## src/rtl/fast_square_sweep_ctrl.sv

```systemverilog
// fast_square_sweep_ctrl: sequences a stepped-frequency sweep and forwards recorded datapath words.
// Ports:
//   clock, reset_n              : rising-edge clock, asynchronous active-low reset
//   start, abort                : single-cycle sweep request / cancel
//   num_steps, dwell            : steps per sweep and words per step, latched on accepted start
//   dp_reset, freq_step, record : datapath reset, one-cycle step pulse, recording window
//   dp_strobe, i_word, q_word   : datapath word strobe and data
//   out_valid/out_ready, out_i, out_q, out_step : single-entry forwarded word with its step index
//   busy, done, overflow        : sweep active, one-cycle completion pulse, sticky dropped-word flag
module fast_square_sweep_ctrl #(
    parameter int WARMUP_STROBES = 202,
    parameter int SETTLE_STROBES = 2,
    parameter int RST_CYCLES     = 4
) (
    input  logic        clock,
    input  logic        reset_n,
    input  logic        start,
    input  logic        abort,
    input  logic [7:0]  num_steps,
    input  logic [11:0] dwell,
    output logic        dp_reset,
    output logic        freq_step,
    output logic        record,
    input  logic        dp_strobe,
    input  logic [15:0] i_word,
    input  logic [15:0] q_word,
    output logic        out_valid,
    input  logic        out_ready,
    output logic [15:0] out_i,
    output logic [15:0] out_q,
    output logic [7:0]  out_step,
    output logic        busy,
    output logic        done,
    output logic        overflow
);
    typedef enum logic [2:0] {IDLE, DP_RST, WARMUP, RECORD, STEP, SETTLE} state_t;

    localparam logic [15:0] RST_LAST    = 16'(RST_CYCLES - 1);
    localparam logic [15:0] WARMUP_LAST = 16'(WARMUP_STROBES - 1);
    localparam logic [15:0] SETTLE_LAST = 16'(SETTLE_STROBES - 1);

    state_t      state_q, state_d;
    logic [15:0] cnt_q, cnt_d;
    logic [7:0]  step_q, step_d, nsteps_q, nsteps_d;
    logic [11:0] dwell_q, dwell_d;
    logic        out_valid_q, out_valid_d;
    logic [15:0] out_i_q, out_i_d, out_q_q, out_q_d;
    logic [7:0]  out_step_q, out_step_d;
    logic        done_q, done_d, overflow_q, overflow_d;
    logic        cap, go, kill;
    logic [11:0] dwell_m1;

    assign dp_reset  = state_q == DP_RST;
    assign freq_step = state_q == STEP;
    assign record    = state_q == RECORD;
    assign busy      = state_q != IDLE;
    assign out_valid = out_valid_q;
    assign out_i     = out_i_q;
    assign out_q     = out_q_q;
    assign out_step  = out_step_q;
    assign done      = done_q;
    assign overflow  = overflow_q;

    always_comb begin
        state_d     = state_q;
        cnt_d       = cnt_q;
        step_d      = step_q;
        nsteps_d    = nsteps_q;
        dwell_d     = dwell_q;
        out_valid_d = out_valid_q;
        out_i_d     = out_i_q;
        out_q_d     = out_q_q;
        out_step_d  = out_step_q;
        done_d      = 1'b0;
        overflow_d  = overflow_q;
        kill        = abort && state_q != IDLE;
        go          = start && !abort && state_q == IDLE;
        cap         = dp_strobe && state_q == RECORD;
        // a dwell of zero records one word per step
        dwell_m1    = (dwell_q == 12'd0) ? 12'd0 : dwell_q - 12'd1;
        // single-entry output register: a capture loads unless a word is still waiting
        if (cap && (!out_valid_q || out_ready)) begin
            out_valid_d = 1'b1;
            out_i_d     = i_word;
            out_q_d     = q_word;
            out_step_d  = step_q;
        end else begin
            out_valid_d = out_valid_q && !out_ready;
            overflow_d  = overflow_q || cap;
        end
        case (state_q)
            IDLE: if (go) begin
                nsteps_d   = num_steps;
                dwell_d    = dwell;
                step_d     = 8'd0;
                cnt_d      = 16'd0;
                overflow_d = 1'b0;
                done_d     = num_steps == 8'd0;
                state_d    = (num_steps == 8'd0) ? IDLE : DP_RST;
            end
            DP_RST: begin
                cnt_d = (cnt_q == RST_LAST) ? 16'd0 : cnt_q + 16'd1;
                if (cnt_q == RST_LAST) state_d = (WARMUP_STROBES == 0) ? RECORD : WARMUP;
            end
            WARMUP: if (dp_strobe) begin
                cnt_d = (cnt_q == WARMUP_LAST) ? 16'd0 : cnt_q + 16'd1;
                if (cnt_q == WARMUP_LAST) state_d = RECORD;
            end
            RECORD: if (cap) begin
                cnt_d = (cnt_q == {4'd0, dwell_m1}) ? 16'd0 : cnt_q + 16'd1;
                if (cnt_q == {4'd0, dwell_m1}) begin
                    state_d = (step_q < nsteps_q - 8'd1) ? STEP : IDLE;
                    done_d  = !(step_q < nsteps_q - 8'd1);
                end
            end
            STEP: begin
                step_d  = step_q + 8'd1;
                cnt_d   = 16'd0;
                state_d = (SETTLE_STROBES == 0) ? RECORD : SETTLE;
            end
            SETTLE: if (dp_strobe) begin
                cnt_d = (cnt_q == SETTLE_LAST) ? 16'd0 : cnt_q + 16'd1;
                if (cnt_q == SETTLE_LAST) state_d = RECORD;
            end
            default: state_d = IDLE;
        endcase
        // abort beats everything: drop the sweep and the pending word, no done
        if (kill) begin
            state_d     = IDLE;
            cnt_d       = 16'd0;
            step_d      = 8'd0;
            out_valid_d = 1'b0;
            overflow_d  = overflow_q;
            done_d      = 1'b0;
        end
    end

    always_ff @(posedge clock or negedge reset_n) begin
        if (!reset_n) begin
            state_q     <= IDLE;
            cnt_q       <= 16'd0;
            step_q      <= 8'd0;
            nsteps_q    <= 8'd0;
            dwell_q     <= 12'd0;
            out_valid_q <= 1'b0;
            out_i_q     <= 16'd0;
            out_q_q     <= 16'd0;
            out_step_q  <= 8'd0;
            done_q      <= 1'b0;
            overflow_q  <= 1'b0;
        end else begin
            state_q     <= state_d;
            cnt_q       <= cnt_d;
            step_q      <= step_d;
            nsteps_q    <= nsteps_d;
            dwell_q     <= dwell_d;
            out_valid_q <= out_valid_d;
            out_i_q     <= out_i_d;
            out_q_q     <= out_q_d;
            out_step_q  <= out_step_d;
            done_q      <= done_d;
            overflow_q  <= overflow_d;
        end
    end
endmodule

```

## config.mk

```make
export PLATFORM = sky130hd
export DESIGN_NAME = fast_square_sweep_ctrl
export DESIGN_NICKNAME = d
export VERILOG_FILES = /design/src/rtl/fast_square_sweep_ctrl.sv
export SDC_FILE = /design/constraint.sdc
export NUM_CORES = 1
export LEC_CHECK = 0
export BUFFER_PORTS_ARGS = -buffer_cell sky130_fd_sc_hd__buf_2
export CAP_MARGIN = 20
export CORE_MARGIN = 10
export CORE_UTILIZATION = 40
export DETAILED_ROUTE_END_ITERATION = 10
export GPL_TIMING_DRIVEN = 0
export PLACE_DENSITY = 0.65
export SLEW_MARGIN = 20
export SYNTH_ARGS = -nofsm -noshare
export SYNTH_HDL_FRONTEND = slang
export SYNTH_SLANG_ARGS = --single-unit
```

## constraint.sdc

```tcl
create_clock -name clock -period 8.88 [get_ports clock]
set_input_delay 0.888 -clock clock [delete_from_list [all_inputs] [get_ports clock]]
set_output_delay 0.888 -clock clock [all_outputs]
set_load 0.03 [all_outputs]
```

-- Word level (Yosys, flattened, before mapping)
Cells that the tools add are included.
- register bits: 90
- input bits: 58
- output and inout bits: 47
- logic and storage cells: 91
- add/subtract/negate cells: 4
- magnitude comparators: 1
- equality and inequality tests: 17
- mux-type cells: 36
- reduce and logical (&&, ||, !) cells: 22
- operators with widths (operator ; count):
    16-bit 2-to-1 mux ; 9
    16-bit case mux with 6 select lines ; 1
    3-bit 2-to-1 mux ; 10
    3-bit case mux with 6 select lines ; 1
    16-bit by 1-bit adder with 16-bit output, second input constant ; 1
    16-bit by 1-bit equality test with 1-bit output, second input constant ; 1
    16-bit by 12-bit equality test with 1-bit output ; 1
    16-bit by 2-bit equality test with 1-bit output, second input constant ; 1
    16-bit by 8-bit equality test with 1-bit output, second input constant ; 1
    8-bit 2-to-1 mux ; 2
    8-bit case mux with 2 select lines ; 1
    3-bit != test, second input constant ; 5
    12-bit logical NOT ; 1
    12-bit 2-to-1 mux ; 1
    12-bit by 1-bit subtractor with 12-bit output, second input constant ; 1
    1-bit 2-to-1 mux ; 10
    3-bit by 1-bit != test with 1-bit output, second input constant ; 3
    8-bit by 1-bit adder with 8-bit output, second input constant ; 1
    8-bit logical NOT ; 1
    8-bit < comparator ; 1
    8-bit AND reduction ; 1
    8-bit by 1-bit subtractor with 8-bit output, second input constant ; 1
    7-bit nonzero test ; 1
    3-bit by 2-bit equality test with 1-bit output, second input constant ; 2
    10 further kinds ; 22

-- Logic depth before layout (Yosys ltp)
- depth in word-level cells: 7
- depth in mapped cells: 12
- depth with buffers taken out: 11

-- Worst setup path before layout
No wires, ideal clock.
- path kind: flip-flop to flip-flop
- start: register dwell_q[3]
- end: register state_q[2]
- arrival time: 2.889 ns
- required time: 8.753 ns
- setup slack: 5.863 ns
- cell stages (with the launch flop): 11
- path through: dfrtp_1 > or4_1 > buf_2 > nor4b_2 > nand3_1 > o31ai_1 > nand4_1 > nor4_1 > o22a_2 > and2b_1 > mux2_1
- cells in the longest elaborated chain, start to end: 5
- elaborated cells between the ends (all ways): 6
- ends and longest elaborated chain (item ; RTL line ; source):
    start, declared ; 45 ; logic [11:0] dwell_q, dwell_d;
    start signal, assigned ; 156 ; dwell_q <= dwell_d;
    12-bit by 1-bit subtractor with 12-bit output / 12-bit logical NOT (equally long branches) ; 80 ; dwell_m1 = (dwell_q == 12'd0) ? 12'd0 : dwell_q - 12'd1;
    12-bit 2-to-1 mux * ; 80 ;
    16-bit by 12-bit equality test with 1-bit output * ; 111 ; if (cnt_q == {4'd0, dwell_m1}) begin
    3-bit by 1-bit != test with 1-bit output (no line) * ; n/a ;
    8-bit AND reduction (no line) * ; n/a ;
    end signal, assigned ; 152 ; state_q <= state_d;
    end, declared ; 42 ; state_t state_q, state_d;
Mark *: on every way between the ends. The rest lies on a longest branch, timed or not.
A chain may end at the register's enable or synchronous reset.

-- Worst setup path after layout
Same ends and word-level chain as after synthesis.

==> impl_metrics.xml <==
<?xml version="1.0" encoding="UTF-8"?>
<metrics>
  <group name="placement">
    <metric name="port_buffers" unit="">104</metric>
    <metric name="place.gp.congestion" unit="">0.859</metric>
    <metric name="detailed_placer_s_ending_hpwl" unit="mm">8.91</metric>
  </group>
  <group name="drt">
    <metric name="vias" unit="">3827</metric>
    <metric name="firstDrtPassIters" unit="">4</metric>
    <metric name="drcViolationCount" unit="">0</metric>
    <metric name="vias_per_cell" unit="">5.37</metric>
    <metric name="post_detailed_route_wirelength_per_cell" unit="um">16.3</metric>
    <metric name="drtIter0Drc" unit="">331</metric>
    <metric name="route.final.wire_length" unit="mm">11.6</metric>
    <metric name="final_antenna_net_count" unit="">0</metric>
  </group>
  <group name="timing">
    <metric name="skew" unit="ps">6.63</metric>
    <metric name="rsz0062_at_grt" unit="">no</metric>
    <metric name="fin_setup_tns" unit="ps">0</metric>
    <metric name="maxClockFrequency" unit="MHz">288</metric>
    <metric name="period_share" unit="">0.392</metric>
    <metric name="setup_viol" unit="">0</metric>
    <metric name="fin_hold_ws" unit="ps">499</metric>
    <metric name="drv_slew" unit="">0</metric>
    <metric name="final-hold-violation-count" unit="">0</metric>
    <metric name="max_slew_margin" unit="">0.518</metric>
    <metric name="tightestPinTransition" unit="ps">723</metric>
    <metric name="period_needed" unit="ps">3480</metric>
  </group>
  <group name="clock_tree">
    <metric name="cts.path.max_buffers" unit="">2</metric>
    <metric name="hold_fix_buffers_cts" unit="">0</metric>
    <metric name="worst_skew_pair.late_latency" unit="ps">340</metric>
    <metric name="cts_tree" unit="">done</metric>
    <metric name="cts-root-buf" unit="">clkbuf_16</metric>
    <metric name="clk_transition_reported_paths" unit="ps">70</metric>
    <metric name="tritoncts.num_buffers" unit="">9</metric>
    <metric name="cts.sink_count" unit="">90</metric>
    <metric name="postCtsSetupBuffers" unit="">0</metric>
    <metric name="cts_htree_levels" unit="">3</metric>
    <metric name="cts-resized-gates" unit="">0</metric>
  </group>
  <group name="global_routing">
    <metric name="grt_first_pass_wirelength" unit="mm">18.9</metric>
    <metric name="grt_use_total" unit="">0.139</metric>
    <metric name="grt_pass1_vias" unit="">3826</metric>
    <metric name="grt_overflow_total" unit="">0</metric>
    <metric name="grt_antenna_before_repair" unit="">0</metric>
    <metric name="pin_count_of_the_biggest_net_entering_global_routing" unit="">58</metric>
  </group>
  <group name="power">
    <metric name="max_vdd_drop" unit="mV">0.157</metric>
    <metric name="power-per-cell-area" unit="nW/um^2">329</metric>
    <metric name="power.leakage" unit="nW">2.71</metric>
  </group>
  <group name="yosys">
    <metric name="yosysMostFrequentCell" unit="">dfrtp_1</metric>
    <metric name="synth_enable_flop_cells" unit="">0</metric>
    <metric name="synth_sequential_area_ratio" unit="">0.471</metric>
    <metric name="syn-instance-count" unit="">450</metric>
    <metric name="synth_area_leaders" unit="">dfrtp_1, mux2_2, nand2_1</metric>
    <metric name="syn_area" unit="sq um">4790</metric>
    <metric name="netlist_top_cells_count" unit="">dfrtp_1, mux2_2, nand2_1</metric>
    <metric name="synth_top_area_share" unit="">0.471</metric>
    <metric name="synthesized_net_count" unit="">520</metric>
    <metric name="synth_area_per_cell" unit="sq um">10.6</metric>
    <metric name="yosys.cell_types.count" unit="">55</metric>
    <metric name="synthesis.yosys.warnings" unit="">0</metric>
    <metric name="synth_top_cell_by_area" unit="">dfrtp_1</metric>
    <metric name="synth_seq_cells" unit="">90</metric>
    <metric name="synth_top_flop_cell" unit="">dfrtp_1</metric>
    <metric name="ys_async_sr_fraction" unit="">1.00</metric>
  </group>
  <group name="die">
    <metric name="boundaryPins" unit="">105</metric>
    <metric name="start_util" unit="">0.414</metric>
    <metric name="chipHeight" unit="um">129</metric>
    <metric name="placeableCoreArea" unit="sq um">11600</metric>
    <metric name="horiz_die_dim" unit="um">129</metric>
    <metric name="placement_rows" unit="">39</metric>
    <metric name="die-area" unit="sq um">16700</metric>
  </group>
  <group name="setup_path">
    <metric name="crit-reg2reg-launch" unit="">dwell_q[3]$_DFFE_PN0P_</metric>
    <metric name="worstSetupEndpointType" unit="">flip-flop</metric>
    <metric name="timing.reg2reg.setup_slack" unit="ps">5400</metric>
    <metric name="slowest_delay" unit="ps">610</metric>
    <metric name="crit_path_cell_trace" unit="">or4_1, buf_2, nor4b_2, nand3_1, o31ai_1, nand4_1, nor4_1, o22a_2, and2b_1, mux2_1</metric>
    <metric name="crit_path_start" unit="">dwell_q[3]$_DFFE_PN0P_</metric>
    <metric name="ff2ff_path_depth" unit="">10</metric>
    <metric name="critPathSlowestCell" unit="">nor4b_2</metric>
    <metric name="cp-start-kind" unit="">flip-flop</metric>
    <metric name="timing.rr.end" unit="">state_q[2]$_DFFE_PN0P_</metric>
    <metric name="worst-setup-path-type" unit="">flip-flop to flip-flop</metric>
    <metric name="critical_path_buf_inv_count" unit="">1</metric>
    <metric name="timing.critical_path.max_delay_family" unit="">simple AND/OR/NAND/NOR gates</metric>
    <metric name="worst_setup_endpoint" unit="">state_q[2]$_DFFE_PN0P_</metric>
    <metric name="data_required_time_of_the_worst_path" unit="ps">9110</metric>
    <metric name="worstSetupPathDepth" unit="">10</metric>
    <metric name="critical_path_arrival" unit="ps">3710</metric>
    <metric name="critical_path.max_fanout" unit="">10</metric>
  </group>
  <group name="finish">
    <metric name="antennaDiodeCount" unit="">0</metric>
    <metric name="area_growth_syn_to_layout" unit="%">21.8</metric>
    <metric name="layout.nets" unit="">636</metric>
    <metric name="drive_above_1_share" unit="">0.342</metric>
  </group>
  <group name="run_status">
    <metric name="run_status" unit="">finished, final reports clean</metric>
  </group>
  <group name="min_path">
    <metric name="hold_path_class" unit="">flip-flop to flip-flop</metric>
  </group>
  <group name="flow_run">
    <metric name="drv.max_cap_violation_count" unit="">0</metric>
  </group>
</metrics>
==> logic make-up (layout without fill, tap and decap cells) <==
logic type | count (synthesis) | count (layout) | share of synthesized area
AND/OR/NAND/NOR | 158 | 158 | 0.168
multiplexers | 68 | 68 | 0.158
AO/OA/AOI/OAI | 70 | 70 | 0.109
XOR/XNOR | 19 | 19 | 0.0348
buffers and inverters | 33 | 153 | 0.0282
flip-flops | 90 | 90 | 0.471
adder cells (fa/ha/maj) | 12 | 12 | 0.0314
==> where the power goes <==
group,internal (W),switching [W]
sequential,0.000544,0.000108
clock,0.000253,0.000156
combinational,0.000344,0.000512
==> layout make-up <==
cell class / count / area (sq um)
Buffer: 21 / 90.1
Clock buffer: 11 / 243
Clock inverter: 4 / 76.3
Fill cell: 1037 / 5740
Inverter: 12 / 45.0
Multi-Input combinational cell: 327 / 2400
Sequential cell: 90 / 2250
Tap cell: 143 / 179
Timing Repair Buffer: 105 / 543
==> metrics by stage <==
stage | setup slack (ps) | total power [W] | instances | util | instance area, sq um
after floorplan | 5860 | 0.00127 | 450 | - | 4790
after global placement | 5490 | 0.00149 | 697 | 0.474 | 5490
after detailed placement | 5430 | 0.00152 | 698 | 0.476 | 5510
after CTS | 5420 | 0.00194 | 713 | 0.504 | 5830
after global routing | 5120 | 0.00204 | 713 | 0.504 | 5830
final | 5400 | 0.00192 | 713 | 0.504 | 5830
==> routing by layer <==
| layer | up-vias | wire [um] | global-route usage |
|---|---|---|---|
| met4 | 0 | 263 | 0.0602 |
| met1 | 1839 | 4940 | 0.166 |
| met2 | 110 | 5730 | 0.230 |
| met5 | - | 0 | 0 |
| li1 | 1856 | - | - |
| met3 | 22 | 671 | 0.0408 |
==> tightest hold or removal path, stage by stage, from the launching register on <==
cell and delay, ps:
dfrtp_1 340, nand2_1 50, o21ai_0 70
==> state kept, by name, summed over array words and instances (netlist names) <==
name / count
out_i: 16
step_q: 8
dwell_q: 12
out_step: 8
nsteps_q: 8
cnt_q: 16
done: 1
overflow: 1
out_q: 16
out_valid: 1
state_q: 3
==> worst min path at each step <==
stage | slack [ps] | depth (start not counted) | end | from
3_3_place_gp | 470 | 2 | overflow$_DFFE_PN0N_ | overflow$_DFFE_PN0N_
4_1_cts | 500 | 2 | overflow$_DFFE_PN0N_ | overflow$_DFFE_PN0N_
3_5_place_dp | 490 | 2 | overflow$_DFFE_PN0N_ | overflow$_DFFE_PN0N_
6_report | 500 | 2 | overflow$_DFFE_PN0N_ | overflow$_DFFE_PN0N_
2_1_floorplan | 480 | 2 | cnt_q[15]$_DFFE_PN0P_ | cnt_q[15]$_DFFE_PN0P_
5_1_grt | 520 | 1 | out_q[2]$_DFFE_PN0P_ | out_q[2]$_DFFE_PN0P_
==> cell usage in the layout, fill, tap and decap left out, types with 3 or more instances in the layout <==
master     count
buf_2        106
or2_2          4
clkbuf_16      9
xnor2_1       13
a21oi_1       12
a21o_1         4
inv_1         12
o41ai_1        3
ha_1          12
o21a_1         4
clkbuf_1      12
o21ai_0       16
and3_1         7
mux2i_1        7
mux2_2        60
xor2_1         6
nor2_1        29
nand3_1       18
o31ai_1        5
nor3_1        10
nor4_1         8
buf_1          6
nand2b_1       7
o21ai_1        3
o22ai_1        4
or3_1          7
or4_1          5
nor2b_1        7
dfrtp_1       90
nand2_1       43
Note: power is estimated with default switching activity, not from simulation.
